### src/rtl/mfcc_pkg.sv
// mfcc_pkg: types and default widths shared across the MFCC front-end blocks.
package mfcc_pkg;

  localparam int ADDR_W_DEF = 12;
  localparam int CNT_W_DEF  = 16;

  // Frame sequencer states.
  typedef enum logic [1:0] {
    IDLE   = 2'd0,
    LOAD   = 2'd1,
    STREAM = 2'd2,
    FIN    = 2'd3
  } seq_state_e;

endpackage

### src/rtl/mfcc_edge_det.sv
// mfcc_edge_det: one-bit rising/falling edge detector. The input is sampled
// once per clock; the edges compare the live input against that sample.
module mfcc_edge_det (
  input  logic clk,
  input  logic rst,
  input  logic d,
  output logic rise,
  output logic fall
);

  logic d_q;

  // Register the previous value of the input (synchronous reset).
  always_ff @(posedge clk) begin
    if (rst) d_q <= 1'b0;
    else     d_q <= d;
  end

  assign rise = d & ~d_q;
  assign fall = ~d & d_q;

endmodule

### src/rtl/mfcc_frame_seq.sv
// mfcc_frame_seq: walks the sample buffer frame by frame and streams read
// addresses with valid/ready, frame first/last markers, a done pulse and a
// sticky zero-config error.
// Optional feature: define MFCC_SEQ_ABORT_EN so that a falling edge of
// trigger during LOAD or STREAM aborts the run back to IDLE without done.
module mfcc_frame_seq
  import mfcc_pkg::*;
#(
  parameter int ADDR_W = ADDR_W_DEF,
  parameter int CNT_W  = CNT_W_DEF
) (
  input  logic              hclk,
  input  logic              hreset,
  input  logic              trigger,
  input  logic [31:0]       frame_num,
  input  logic [31:0]       sample_in_frame,
  input  logic [31:0]       com_2_ovl,
  input  logic              smp_ready,
  output logic              smp_valid,
  output logic [ADDR_W-1:0] smp_addr,
  output logic              frame_first,
  output logic              frame_last,
  output logic              busy,
  output logic              done,
  output logic              cfg_err
);

  localparam logic [CNT_W-1:0] CNT_ONE = CNT_W'(1);

  seq_state_e        state_q, state_d;
  logic [CNT_W-1:0]  fn_q, fn_d;      // shadow frame count
  logic [CNT_W-1:0]  spf_q, spf_d;    // shadow samples per frame
  logic [ADDR_W-1:0] hop_q, hop_d;    // shadow base advance
  logic [ADDR_W-1:0] base_q, base_d;  // base address of current frame
  logic [CNT_W-1:0]  frm_q, frm_d;    // current frame index
  logic [CNT_W-1:0]  idx_q, idx_d;    // current sample index in frame
  logic [ADDR_W-1:0] addr_q, addr_d;
  logic              valid_q, valid_d;
  logic              first_q, first_d;
  logic              last_q, last_d;
  logic              busy_q, busy_d;
  logic              done_q, done_d;
  logic              err_q, err_d;

  logic              trig_rise, trig_fall;
  logic              xfer;
  logic              last_smp, last_frm;
  logic [CNT_W-1:0]  idx_inc;
  logic [ADDR_W-1:0] base_inc;
  logic [CNT_W-1:0]  cfg_fn, cfg_spf;
  logic              unused_cfg;

  mfcc_edge_det u_trig_edge (
    .clk  (hclk),
    .rst  (hreset),
    .d    (trigger),
    .rise (trig_rise),
    .fall (trig_fall)
  );

  // Only the low counter/address bits of the config words matter.
  assign cfg_fn     = frame_num[CNT_W-1:0];
  assign cfg_spf    = sample_in_frame[CNT_W-1:0];
  assign unused_cfg = ^{frame_num, sample_in_frame, com_2_ovl};

  assign xfer     = valid_q & smp_ready;
  assign last_smp = (idx_q == spf_q - CNT_ONE);
  assign last_frm = (frm_q == fn_q - CNT_ONE);
  assign idx_inc  = idx_q + CNT_ONE;
  assign base_inc = base_q + hop_q;

`ifndef MFCC_SEQ_ABORT_EN
  logic unused_trig_fall;
  assign unused_trig_fall = trig_fall;
`endif

  // Next-state and next-output computation for the sequencer.
  always_comb begin
    // NOTE: every signal gets a default here so no path leaves one unassigned,
    // which would otherwise infer a latch.
    state_d = state_q;
    fn_d    = fn_q;
    spf_d   = spf_q;
    hop_d   = hop_q;
    base_d  = base_q;
    frm_d   = frm_q;
    idx_d   = idx_q;
    addr_d  = addr_q;
    valid_d = valid_q;
    first_d = first_q;
    last_d  = last_q;
    busy_d  = busy_q;
    done_d  = 1'b0;
    err_d   = err_q;

    unique case (state_q)
      IDLE: begin
        if (trig_rise) begin
          state_d = LOAD;
          busy_d  = 1'b1;
        end
      end

      LOAD: begin
        fn_d   = cfg_fn;
        spf_d  = cfg_spf;
        hop_d  = com_2_ovl[ADDR_W-1:0];
        base_d = '0;
        frm_d  = '0;
        idx_d  = '0;
        err_d  = 1'b0;
        if (cfg_fn == '0 || cfg_spf == '0) begin
          state_d = FIN;
          err_d   = 1'b1;
          done_d  = 1'b1;
          busy_d  = 1'b0;
        end else begin
          // First address is issued straight out of LOAD.
          state_d = STREAM;
          valid_d = 1'b1;
          addr_d  = '0;
          first_d = 1'b1;
          last_d  = (cfg_spf == CNT_ONE);
          busy_d  = 1'b1;
        end
      end

      STREAM: begin
        if (xfer) begin
          if (last_smp && last_frm) begin
            state_d = FIN;
            valid_d = 1'b0;
            first_d = 1'b0;
            last_d  = 1'b0;
            busy_d  = 1'b0;
            done_d  = 1'b1;
          end else if (last_smp) begin
            // Frame boundary: next frame starts one hop further on.
            base_d  = base_inc;
            frm_d   = frm_q + CNT_ONE;
            idx_d   = '0;
            addr_d  = base_inc;
            first_d = 1'b1;
            last_d  = (spf_q == CNT_ONE);
          end else begin
            idx_d   = idx_inc;
            addr_d  = base_q + ADDR_W'(idx_inc);
            first_d = 1'b0;
            last_d  = (idx_inc == spf_q - CNT_ONE);
          end
        end
      end

      FIN: begin
        state_d = IDLE;
      end

      default: state_d = IDLE;
    endcase

`ifdef MFCC_SEQ_ABORT_EN
    // Trigger withdrawn mid-run: drop everything, no done.
    if ((state_q == LOAD || state_q == STREAM) && trig_fall) begin
      state_d = IDLE;
      valid_d = 1'b0;
      first_d = 1'b0;
      last_d  = 1'b0;
      busy_d  = 1'b0;
      done_d  = 1'b0;
    end
`endif
  end

  // State, shadow registers and registered outputs.
  always_ff @(posedge hclk) begin
    // NOTE: non-blocking assignments so every flop samples pre-edge values.
    if (hreset) begin
      state_q <= IDLE;
      fn_q    <= '0;
      spf_q   <= '0;
      hop_q   <= '0;
      base_q  <= '0;
      frm_q   <= '0;
      idx_q   <= '0;
      addr_q  <= '0;
      valid_q <= 1'b0;
      first_q <= 1'b0;
      last_q  <= 1'b0;
      busy_q  <= 1'b0;
      done_q  <= 1'b0;
      err_q   <= 1'b0;
    end else begin
      state_q <= state_d;
      fn_q    <= fn_d;
      spf_q   <= spf_d;
      hop_q   <= hop_d;
      base_q  <= base_d;
      frm_q   <= frm_d;
      idx_q   <= idx_d;
      addr_q  <= addr_d;
      valid_q <= valid_d;
      first_q <= first_d;
      last_q  <= last_d;
      busy_q  <= busy_d;
      done_q  <= done_d;
      err_q   <= err_d;
    end
  end

  assign smp_valid   = valid_q;
  assign smp_addr    = addr_q;
  assign frame_first = first_q;
  assign frame_last  = last_q;
  assign busy        = busy_q;
  assign done        = done_q;
  assign cfg_err     = err_q;

endmodule
### config.mk
export PLATFORM = sky130hd
export DESIGN_NAME = mfcc_frame_seq
export DESIGN_NICKNAME = d
export VERILOG_FILES = /design/src/rtl/mfcc_pkg.sv /design/src/rtl/mfcc_edge_det.sv /design/src/rtl/mfcc_frame_seq.sv
export SDC_FILE = /design/constraint.sdc
export NUM_CORES = 1
export LEC_CHECK = 0
export CORE_MARGIN = 2
export CORE_UTILIZATION = 50
export DETAILED_ROUTE_END_ITERATION = 12
export PLACE_DENSITY_LB_ADDON = 0.12
export SETUP_SLACK_MARGIN = 0.1
export SLEW_MARGIN = 15
export SYNTH_ARGS = -nofsm -noshare
export SYNTH_HDL_FRONTEND = slang
export SYNTH_SLANG_ARGS = --single-unit
export TNS_END_PERCENT = 100
### constraint.sdc
create_clock -name hclk -period 6.48 [get_ports hclk]
set_input_delay 1.296 -clock hclk [delete_from_list [all_inputs] [get_ports hclk]]
set_output_delay 1.296 -clock hclk [all_outputs]
set_load 0.005 [all_outputs]
; ---- Word level (Yosys, flattened, before mapping)
; Cells that the tools add are included.
[totals]
ff_bits = 109
latch_bits = 0
mem_bits_rw = 0
romBits = 0
input_bits = 100
out_inout_bits = 18
word_cells = 94
memories = 0
[op_classes]
n_addsub = 6
multipliers = 0
div_mod_pow = 0
magnitude_cmp = 0
eq_ne = 14
shift = 0
muxes = 42
bitwise = 3
reduce_logical = 14
[op_table]
columns = operator, n
row1 = $mux W16, 6
row2 = $mux W12, 7
row3 = $pmux W16 S2, 2
row4 = $eq A16 B16 Y1, 3
row5 = $pmux W12 S2, 2
row6 = $add A16 B1 Y16 const B, 2
row7 = $eq A16 B1 Y1 const B, 2
row8 = $logic_not A16 Y1, 2
row9 = $sub A16 B1 Y16 const B, 2
row10 = $add A12 B12 Y12, 2
row11 = $mux W1, 16
row12 = $reduce_and A4 Y1, 4
row13 = $ne A2 B2 Y1 const B, 6
row14 = $reduce_and A3 Y1, 3
row15 = $pmux W1 S2, 4
row16 = $pmux W2 S4, 1
row17 = $mux W2, 3
row18 = $eq A2 B2 Y1 const B, 2
row19 = $pmux W1 S3, 1
row20 = $reduce_bool A3 Y1, 1
row21 = $and A1 B1 Y1, 2
row22 = $eq A2 B1 Y1 const B, 1
row23 = $logic_not A2 Y1, 1
row24 = $reduce_bool A2 Y1, 1
row25 = other kinds (3), 3

; ---- Longest topological paths before layout
; Gate-level depths: netlist of run 1.
[logic_depth]
word_depth = 6
depth_mapped = 15
mapped_depth_nobuf = 15

; ---- Hierarchy
; A second synthesis of run 1 with hierarchy kept.
[unflattened]
cells_unflattened = 905
hier_area_um2 = 7358.3
[by_module_without_submodules]
columns = mod, instances, cells_per_inst, area_each_um2, seq_area_each_um2
row1 = mfcc_frame_seq, 1, 901, 7319.5, 2162.1
row2 = mfcc_edge_det, 1, 4, 38.8, 20.0

; ---- Worst setup path before layout of run 1
; OpenSTA, ideal clock, no wires.
[synth_path]
kind = register to register
start = register spf_q[0]
end = register busy_q (netlist: busy)
setup_ns = 0.128
t_arrival_ns = 3.295
required_ns = 6.352
slack_ns = 3.057
path_stages_with_launch = 15
path_buffers = 3
synth_period_minus_slack_ns = 3.423
path_cell_list = dfxtp_1 clkbuf_1 inv_1 ha_1 buf_2 nor4b_2 nand3_1 a22oi_1 or4b_1 nor4b_2 buf_4 nand4_4 a221oi_1 mux2i_1 nor2_1
[synth_via]
elab_chain_cells = 5
[synth_rtl]
columns = item, line
row1 = start: declaration, mfcc_frame_seq.sv:32  ; logic [CNT_W-1:0] spf_q, spf_d;
row2 = start signal: assignment, mfcc_frame_seq.sv:195  ; spf_q <= spf_d;
row3 = $sub A16 B1 Y16, mfcc_frame_seq.sv:67  ; assign last_smp = (idx_q == spf_q - CNT_ONE);
row4 = $eq A16 B16 Y1, mfcc_frame_seq.sv:67
row5 = $logic_and A1 B1 Y1, mfcc_frame_seq.sv:130  ; if (last_smp && last_frm) begin
row6 = $ne A2 B2 Y1 (no line), -
row7 = $reduce_and A4 Y1 (no line), -
row8 = end signal: assignment, mfcc_frame_seq.sv:204  ; busy_q <= busy_d;
row9 = end: declaration, mfcc_frame_seq.sv:41  ; logic busy_q, busy_d;
; No other way between the ends.
; A chain may end at the register's enable or synchronous reset.

; ---- Worst setup path after layout of run 1
[layout_path]
start = register spf_q[1]
end = register addr_q[11] (netlist: smp_addr[11])
[layout_via]
elab_chain_cells = 6
elab_cells_between_ends = 9
cone_classes = 1 x add/sub / 2 x eq/ne / 4 x mux / 2 x reduce/logical
[layout_rtl]
columns = item, line
row1 = $sub A16 B1 Y16 *, mfcc_frame_seq.sv:67
row2 = $eq A16 B16 Y1 *, mfcc_frame_seq.sv:67
row3 = $mux W12, mfcc_frame_seq.sv:137  ; end else if (last_smp) begin
row4 = $mux W12, mfcc_frame_seq.sv:130
row5 = $mux W12, mfcc_frame_seq.sv:129  ; if (xfer) begin
row6 = $pmux W12 S2, mfcc_frame_seq.sv:96  ; unique case (state_q)
row7 = end signal: assignment, mfcc_frame_seq.sv:200  ; addr_q <= addr_d;
row8 = end: declaration, mfcc_frame_seq.sv:37  ; logic [ADDR_W-1:0] addr_q, addr_d;
; Every way passes the cells marked *; elsewhere a longest branch is shown, timed or not. The select of a mux whose other input is x is not followed.

==> results of run 1 <==
[layout make-up]
cell class                      instances  area [um2]  area share
Tap cell                              184         230      0.0276
Clock buffer                           11         233      0.0279
Sequential cell                       109        2180       0.261
Timing Repair Buffer                   70         683      0.0818
Inverter                               28         105      0.0126
Clock inverter                          5        36.3     0.00434
Multi-Input combinational cell        724        4880       0.585
[metrics by stage]
step           utilization  area, um2  setup WS, ns
4_1_cts              0.577       8350          2.28
6_report             0.577       8350          2.25
3_3_place_gp         0.558       8090          2.35
3_5_place_dp         0.558       8090          2.35
5_1_grt              0.577       8350          1.94
2_1_floorplan            -       7410          3.06
[how the worst max path moves through the flow]
stage                     depth (start not counted)  slack, ns                from      endpoint
after CTS                                        12       2.28            spf_q[1]  smp_addr[11]
final                                            12       2.25            spf_q[1]  smp_addr[11]
after global placement                           12       2.35            spf_q[1]  smp_addr[11]
after floorplan                                  14       3.06            spf_q[0]          busy
after global routing                             12       1.94            spf_q[0]   smp_addr[2]
after detailed placement                         10       2.35  sample_in_frame[2]   smp_addr[3]
[routing by layer]
layer	track usage	part of all wire	vias up
li1	-	-	3311
met1	0.348	0.50	3038
met2	0.346	0.42	193
met3	0.0489	0.062	27
met4	0.0686	0.022	0
met5	0	0	-
[kinds of logic after synthesis]
| group | count (synthesis) |
|---|---|
| flops | 109 |
| fa+ha+maj | 34 |
| mux | 53 |
| buf+inv | 85 |
| xor+xnor | 101 |
| compound gates | 178 |
| simple gates | 358 |
[flip-flops by register name (all words and copies together) (netlist names)]
register and count:
frame_last 1, cfg_err 1, hop_q 12, base_q 12, idx_q 16, fn_q 16
busy 1, frame_first 1, done 1, frm_q 16, smp_addr 12, u_trig_edge.d_q 1
spf_q 16, state_q 2, smp_valid 1
[critical path: stages, from the launching register on]
cell,delay (ns)
sky130_fd_sc_hd__dfxtp_1,0.43
sky130_fd_sc_hd__inv_1,0.14
sky130_fd_sc_hd__ha_1,0.41
sky130_fd_sc_hd__nor4b_2,0.51
sky130_fd_sc_hd__nand3_1,0.29
sky130_fd_sc_hd__a22oi_1,0.23
sky130_fd_sc_hd__or4b_1,0.52
sky130_fd_sc_hd__nor4b_4,0.28
sky130_fd_sc_hd__buf_4,0.31
sky130_fd_sc_hd__a31oi_1,0.15
sky130_fd_sc_hd__nor2_1,0.65
sky130_fd_sc_hd__nand2_1,0.11
sky130_fd_sc_hd__o21ai_0,0.10
[power breakdown]
| group | switching [mW] | total [mW] | leakage, nW | internal [mW] |
|---|---|---|---|---|
| registers | 0.123 | 0.875 | 0.885 | 0.752 |
| clock network | 0.256 | 0.519 | 0.134 | 0.263 |
| logic | 0.823 | 1.43 | 2.12 | 0.605 |
[cells in the final DEF (no fill, tap or decap), types with 4 or more instances in the layout]
cell type                         instances
sky130_fd_sc_hd__clkbuf_16                9
sky130_fd_sc_hd__nand2b_1                11
sky130_fd_sc_hd__nor4_1                  19
sky130_fd_sc_hd__nor2b_1                 16
sky130_fd_sc_hd__a211oi_1                 6
sky130_fd_sc_hd__o21ai_1                  4
sky130_fd_sc_hd__a21oi_1                 40
sky130_fd_sc_hd__and2_1                   4
sky130_fd_sc_hd__a21boi_0                 4
sky130_fd_sc_hd__or2_2                    5
sky130_fd_sc_hd__nand2_1                 72
sky130_fd_sc_hd__dfxtp_1                109
sky130_fd_sc_hd__nor4b_1                  4
sky130_fd_sc_hd__o2111ai_1                4
sky130_fd_sc_hd__o21ai_0                 41
sky130_fd_sc_hd__xnor2_1                 71
sky130_fd_sc_hd__a22o_1                  13
sky130_fd_sc_hd__clkdlybuf4s50_1         64
sky130_fd_sc_hd__a31oi_1                 14
sky130_fd_sc_hd__mux2i_1                 53
sky130_fd_sc_hd__or4_1                    5
sky130_fd_sc_hd__nor3_1                  34
sky130_fd_sc_hd__inv_1                   28
sky130_fd_sc_hd__nor2_1                 112
sky130_fd_sc_hd__a221oi_1                 4
sky130_fd_sc_hd__and3_1                   8
sky130_fd_sc_hd__nand3_1                 25
sky130_fd_sc_hd__o31ai_1                  5
sky130_fd_sc_hd__nand4_1                 10
sky130_fd_sc_hd__buf_4                    5
sky130_fd_sc_hd__ha_1                    31
sky130_fd_sc_hd__xor2_1                  30
sky130_fd_sc_hd__o21a_1                   6
sky130_fd_sc_hd__or3_1                   10
==> impl_metrics.csv, run 1 <==
group,metric,value,unit
outcome,run_status,"finished clean",
cts,cts_root_buf,"sky130_fd_sc_hd__clkbuf_16",
min_path,worstHoldPathCells,2,
grt,grt_antenna_before_repair,0,
timing,setup_viol,0,
worst_setup_path,worstSetupPathType,"reg -> reg",
yosys,synthAdderAreaFrac,0.0594,
yosys,syn_area_per_cell,8.07,um2
routing,drt-total-wl,18500,um
timing,tightest_slew,0.795,ns
yosys,synth-compound-area-share,0.163,
place,place_hpwl,14000,um
yosys,synth_flop_cell,"sky130_fd_sc_hd__dfxtp_1",
floorplanning,pin_count,118,
routing,via_per_inst,5.81,
grt,first_pass_grt_wire_length,30200,um
yosys,synth.yosys.warnings,0,
yosys,main_combinational_cell_family_by_area_after_synthesis,"simple AND/OR/NAND/NOR gates",
final_layout,finish.net_count,1076,
worst_setup_path,regToRegEndpoint,"smp_addr[11]",
yosys,async_flop_share,0,
final_layout,layout-drive-gt1-share,0.0412,
cts,path_clk_slew,0.07,ns
final_layout,instances_no_fill,1131,
yosys,synthesis.area,7410,um2
worst_setup_path,rrSetupSlack,2.25,ns
grt,grt.total_usage,0.236,
routing,ant_nets,0,
yosys,yosys.cell_count.top_type,"sky130_fd_sc_hd__nor2_1",
yosys,muxShareOfSynthArea,0.0716,
yosys,ys_seq_area_frac,0.295,
grt,maximum_number_of_pins_on_one_net_before_global_route_repair,65,
place,placed_cells_incl_taps,1115,
min_path,hold_path_end,"smp_addr[0]",
cts,hold_buffers,0,
floorplanning,initial_core_util,0.512,
timing,min_period_over_period,0.652,
final_layout,num_antenna_cells,0,
timing,timing.slew.headroom,0.468,
worst_setup_path,timing.critical_path.from_type,"register",
routing,iter_0_drt_violations,565,
cts,numCtsBuffers,9,
timing,drv_slew,0,
worst_setup_path,critical_path_peak_fanout,20,
yosys,netlist-cell-type-count,73,
power,pwr_density_cell,338,nW/um2
yosys,synth-edff-count,0,
worst_setup_path,reg2reg_from,"spf_q[1]",
cts,clock_network_latency_to_the_later_pin_of_the_worst_skew_pair,0.35,ns
run,max_cap_violations,0,
grt,grt_pass1_vias,5823,
routing,drtPass1Iterations,5,
routing,via_count,6569,
yosys,synth_top_cell_area_share,0.295,
place,placer_congestion_estimate,0.908,
yosys,synth_fp_nets,1052,
cts,postCtsSetupBuffers,0,
worst_setup_path,crit_path_end_kind,"register",
timing,skew,0.00743,ns
cts,clock_sinks,109,
cts,clock_tree.htree_level_count,3,
min_path,holdCritStartpoint,"smp_addr[0]",
yosys,post_synth_xor_area_fraction,0.119,
worst_setup_path,worst-r2r-cell-count,12,
power,p_leak,3.13,nW
power,total_power,2.82,mW
timing,fin_hold_ws,0.470,ns
timing,min_period,4.23,ns
floorplanning,coreArea,14500,um2
grt,grt_overflow,0,
final_layout,n_fill_cell,1386,
floorplanning,fp-row-count,44,
yosys,synth.ff_latch_count,109,
floorplanning,chipHeight,126,um
cts,tritoncts,"built",
cts,max-clock-path-buffers,2,
yosys,simple_gate_share_of_the_synthesized_area,0.244,
yosys,synth_commonest_cells,"sky130_fd_sc_hd__nor2_1, sky130_fd_sc_hd__dfxtp_1, sky130_fd_sc_hd__nand2_1",
power,worst_ir_drop_vdd,0.000159,V
routing,post-route-drc-count,0,
place,place.port_buffers,65,
cts,count_of_cells_resized_by_post_cts_repair,0,
yosys,yosysTopAreaCell,"sky130_fd_sc_hd__dfxtp_1",
timing,rsz_0062_raised_after_global_routing,"no",
min_path,min-delay-path-class,"reg -> reg",
timing,timing.fmax,237,MHz
timing,hold_viol_final,0,
final_layout,synthToLayoutAreaGrowth,12.8,%
timing,setup_total_negative_slack,0,ns
yosys,postSynthCellCount,918,
floorplanning,fp.dieArea,15800,um2
yosys,netlist_top_cells_area,"sky130_fd_sc_hd__dfxtp_1, sky130_fd_sc_hd__xnor2_1, sky130_fd_sc_hd__mux2i_1",
worst_setup_path,cp.arrival,4.51,ns
routing,detail_route.wl_per_cell,16.4,um
worst_setup_path,crit_path_required_time,6.76,ns
floorplanning,die_x,126,um
Power figures use the tool's default switching activity.
==> run 2, diff against run 1 <==
clock period = 3.91 ns   (was 6.48 ns; I/O delays follow)
==> impl_metrics.csv, run 2 (synthesis results as in run 1) <==
group,metric,value,unit
floorplanning,fp-row-count,44,
final_layout,n_fill_cell,1365,
place,placer_congestion_estimate,0.916,
worst_setup_path,crit_path_end_kind,"register",
worst_setup_path,cp.arrival,3.84,ns
routing,post-route-drc-count,0,
worst_setup_path,crit_path_required_time,4.19,ns
routing,ant_nets,0,
worst_setup_path,critical_path_peak_fanout,12,
floorplanning,chipHeight,126,um
power,power_report.internal_total,2.77,mW
power,p_seq_frac,0.298,
power,worst_ir_drop_vdd,0.000280,V
place,placement_stage_worst_setup_slack,0.178,ns
grt,grt_pass1_vias,5864,
cts,tritoncts,"built",
timing,hold_viol_final,0,
cts,hold_buffers,0,
power,p_comb_frac,0.523,
timing,setup_total_negative_slack,0,ns
grt,maximum_number_of_pins_on_one_net_before_global_route_repair,64,
floorplanning,initial_core_util,0.512,
power,p_leak,3.23,nW
grt,grt.total_usage,0.236,
routing,drtPass1Iterations,5,
cts,clock_network_latency_to_the_later_pin_of_the_worst_skew_pair,0.35,ns
power,psw,2.02,mW
worst_setup_path,timing.critical_path.from_type,"register",
cts,cts_root_buf,"sky130_fd_sc_hd__clkbuf_16",
worst_setup_path,worstSetupPathType,"reg -> reg",
place,place_hpwl,14300,um
timing,timing.slew.headroom,0.512,
timing,setup_viol,0,
grt,grt_overflow,0,
timing,final.setup.worst_slack,0.353,ns
floorplanning,die_x,126,um
floorplanning,coreArea,14500,um2
floorplanning,fp.dieArea,15800,um2
min_path,min-delay-path-class,"reg -> reg",
power,swShare,0.421,
power,clock_power_share,0.179,
routing,iter_0_drt_violations,494,
timing,min_period_over_period,0.910,
timing,rsz_0062_raised_after_global_routing,"no",
run,max_cap_violations,0,
final_layout,layout-drive-gt1-share,0.0622,
grt,grt_antenna_before_repair,0,
timing,skew,0.0130,ns
timing,tightest_slew,0.727,ns
cts,clock_sinks,109,
routing,via_per_inst,5.79,
floorplanning,pin_count,118,
power,total_power,4.79,mW
outcome,run_status,"finished clean",
final_layout,layout_commonest_cell,"sky130_fd_sc_hd__nor2_1",
cts,path_clk_slew,0.08,ns
final_layout,final_cell_mix,"sky130_fd_sc_hd__nor2_1, sky130_fd_sc_hd__dfxtp_1, sky130_fd_sc_hd__nand2_1",
cts,clock_tree.htree_level_count,3,
timing,fin_hold_ws,0.463,ns
final_layout,num_antenna_cells,0,
routing,detail_route.wl_per_cell,16.4,um
final_layout,finish.net_count,1096,
routing,drt-total-wl,18800,um
cts,numCtsBuffers,9,
grt,first_pass_grt_wire_length,30300,um
timing,drv_slew,0,
place,place.port_buffers,65,
final_layout,synthToLayoutAreaGrowth,14.9,%
timing,timing.fmax,281,MHz
cts,max-clock-path-buffers,2,
power,pwr_density_cell,563,nW/um2
timing,min_period,3.56,ns
routing,via_count,6650,
[run 2: changes by cell type in the layout (fill, tap and decap cells not counted), sizes merged]
cell,before,now
buf,6,26
clkinv,4,1
clkinvlp,0,2
inv,29,28
[run 2: final timing paths]
kind	cells past startpoint	slack, ns	endpoint	startpoint
min	2	0.46	smp_addr[10]	smp_addr[10]
max	10	0.35	idx_q[11]	spf_q[2]
max reg2reg	10	0.35	idx_q[11]	spf_q[2]
min reg2reg	2	0.46	smp_addr[10]	smp_addr[10]
[run 2: cell type report]
| class | instances | area [um2] | area share |
|---|---|---|---|
| multi-input cells | 724 | 4890 | 0.575 |
| flip-flops and latches | 109 | 2180 | 0.256 |
| repair buffers | 90 | 833 | 0.0979 |
| clock buffers | 11 | 243 | 0.0285 |
| well taps | 184 | 230 | 0.0271 |
| inverters | 28 | 105 | 0.0124 |
| clock inverters | 3 | 23.8 | 0.00279 |
[run 2: per-layer routing]
metal	share of wire	track usage	wire length, um	up-vias
met5	0	0	0	-
met4	0.013	0.0562	254	0
met3	0.066	0.0459	1230	19
met2	0.43	0.350	8060	207
met1	0.49	0.352	9270	3072
li1	-	-	-	3352
[run 2: power groups by stage]
stage / clock network, mW / registers [mW] / logic, mW
final: 0.857 / 1.43 / 2.51
after global routing: 0.921 / 1.45 / 2.74
after CTS: 0.880 / 1.42 / 2.47
after detailed placement: 0 / 1.45 / 2.45
after global placement: 0 / 1.45 / 2.45
after floorplan: 0 / 1.36 / 1.96
[run 2: timing repair]
| item | CTS | global route |
|---|---|---|
| resized for setup | 0 | 2 |
| setup endpoints to repair | 0 | 10 |
| hold endpoints to repair | 0 | 0 |
| buffers inserted | 0 | 0 |
[run 2: worst max-delay path, cell delays in order, from the launching register on]
cell and delay (ns):
sky130_fd_sc_hd__dfxtp_1 0.41, sky130_fd_sc_hd__or4_1 0.69, sky130_fd_sc_hd__o41a_1 0.40, sky130_fd_sc_hd__a2111oi_2 0.36, sky130_fd_sc_hd__o2111ai_1 0.24, sky130_fd_sc_hd__nor4b_4 0.40
sky130_fd_sc_hd__buf_4 0.21, sky130_fd_sc_hd__a31o_2 0.16, sky130_fd_sc_hd__and2b_1 0.39, sky130_fd_sc_hd__o21ai_0 0.15, sky130_fd_sc_hd__o21ai_0 0.09
[run 2: stage by stage]
stage | instance area (um2) | cells | utilization
final | 8510 | 1149 | 0.588
after global routing | 8510 | 1149 | 0.588
after CTS | 8500 | 1149 | 0.587
after detailed placement | 8240 | 1135 | 0.569
after global placement | 8240 | 1135 | 0.569
after floorplan | 7410 | 918 | -
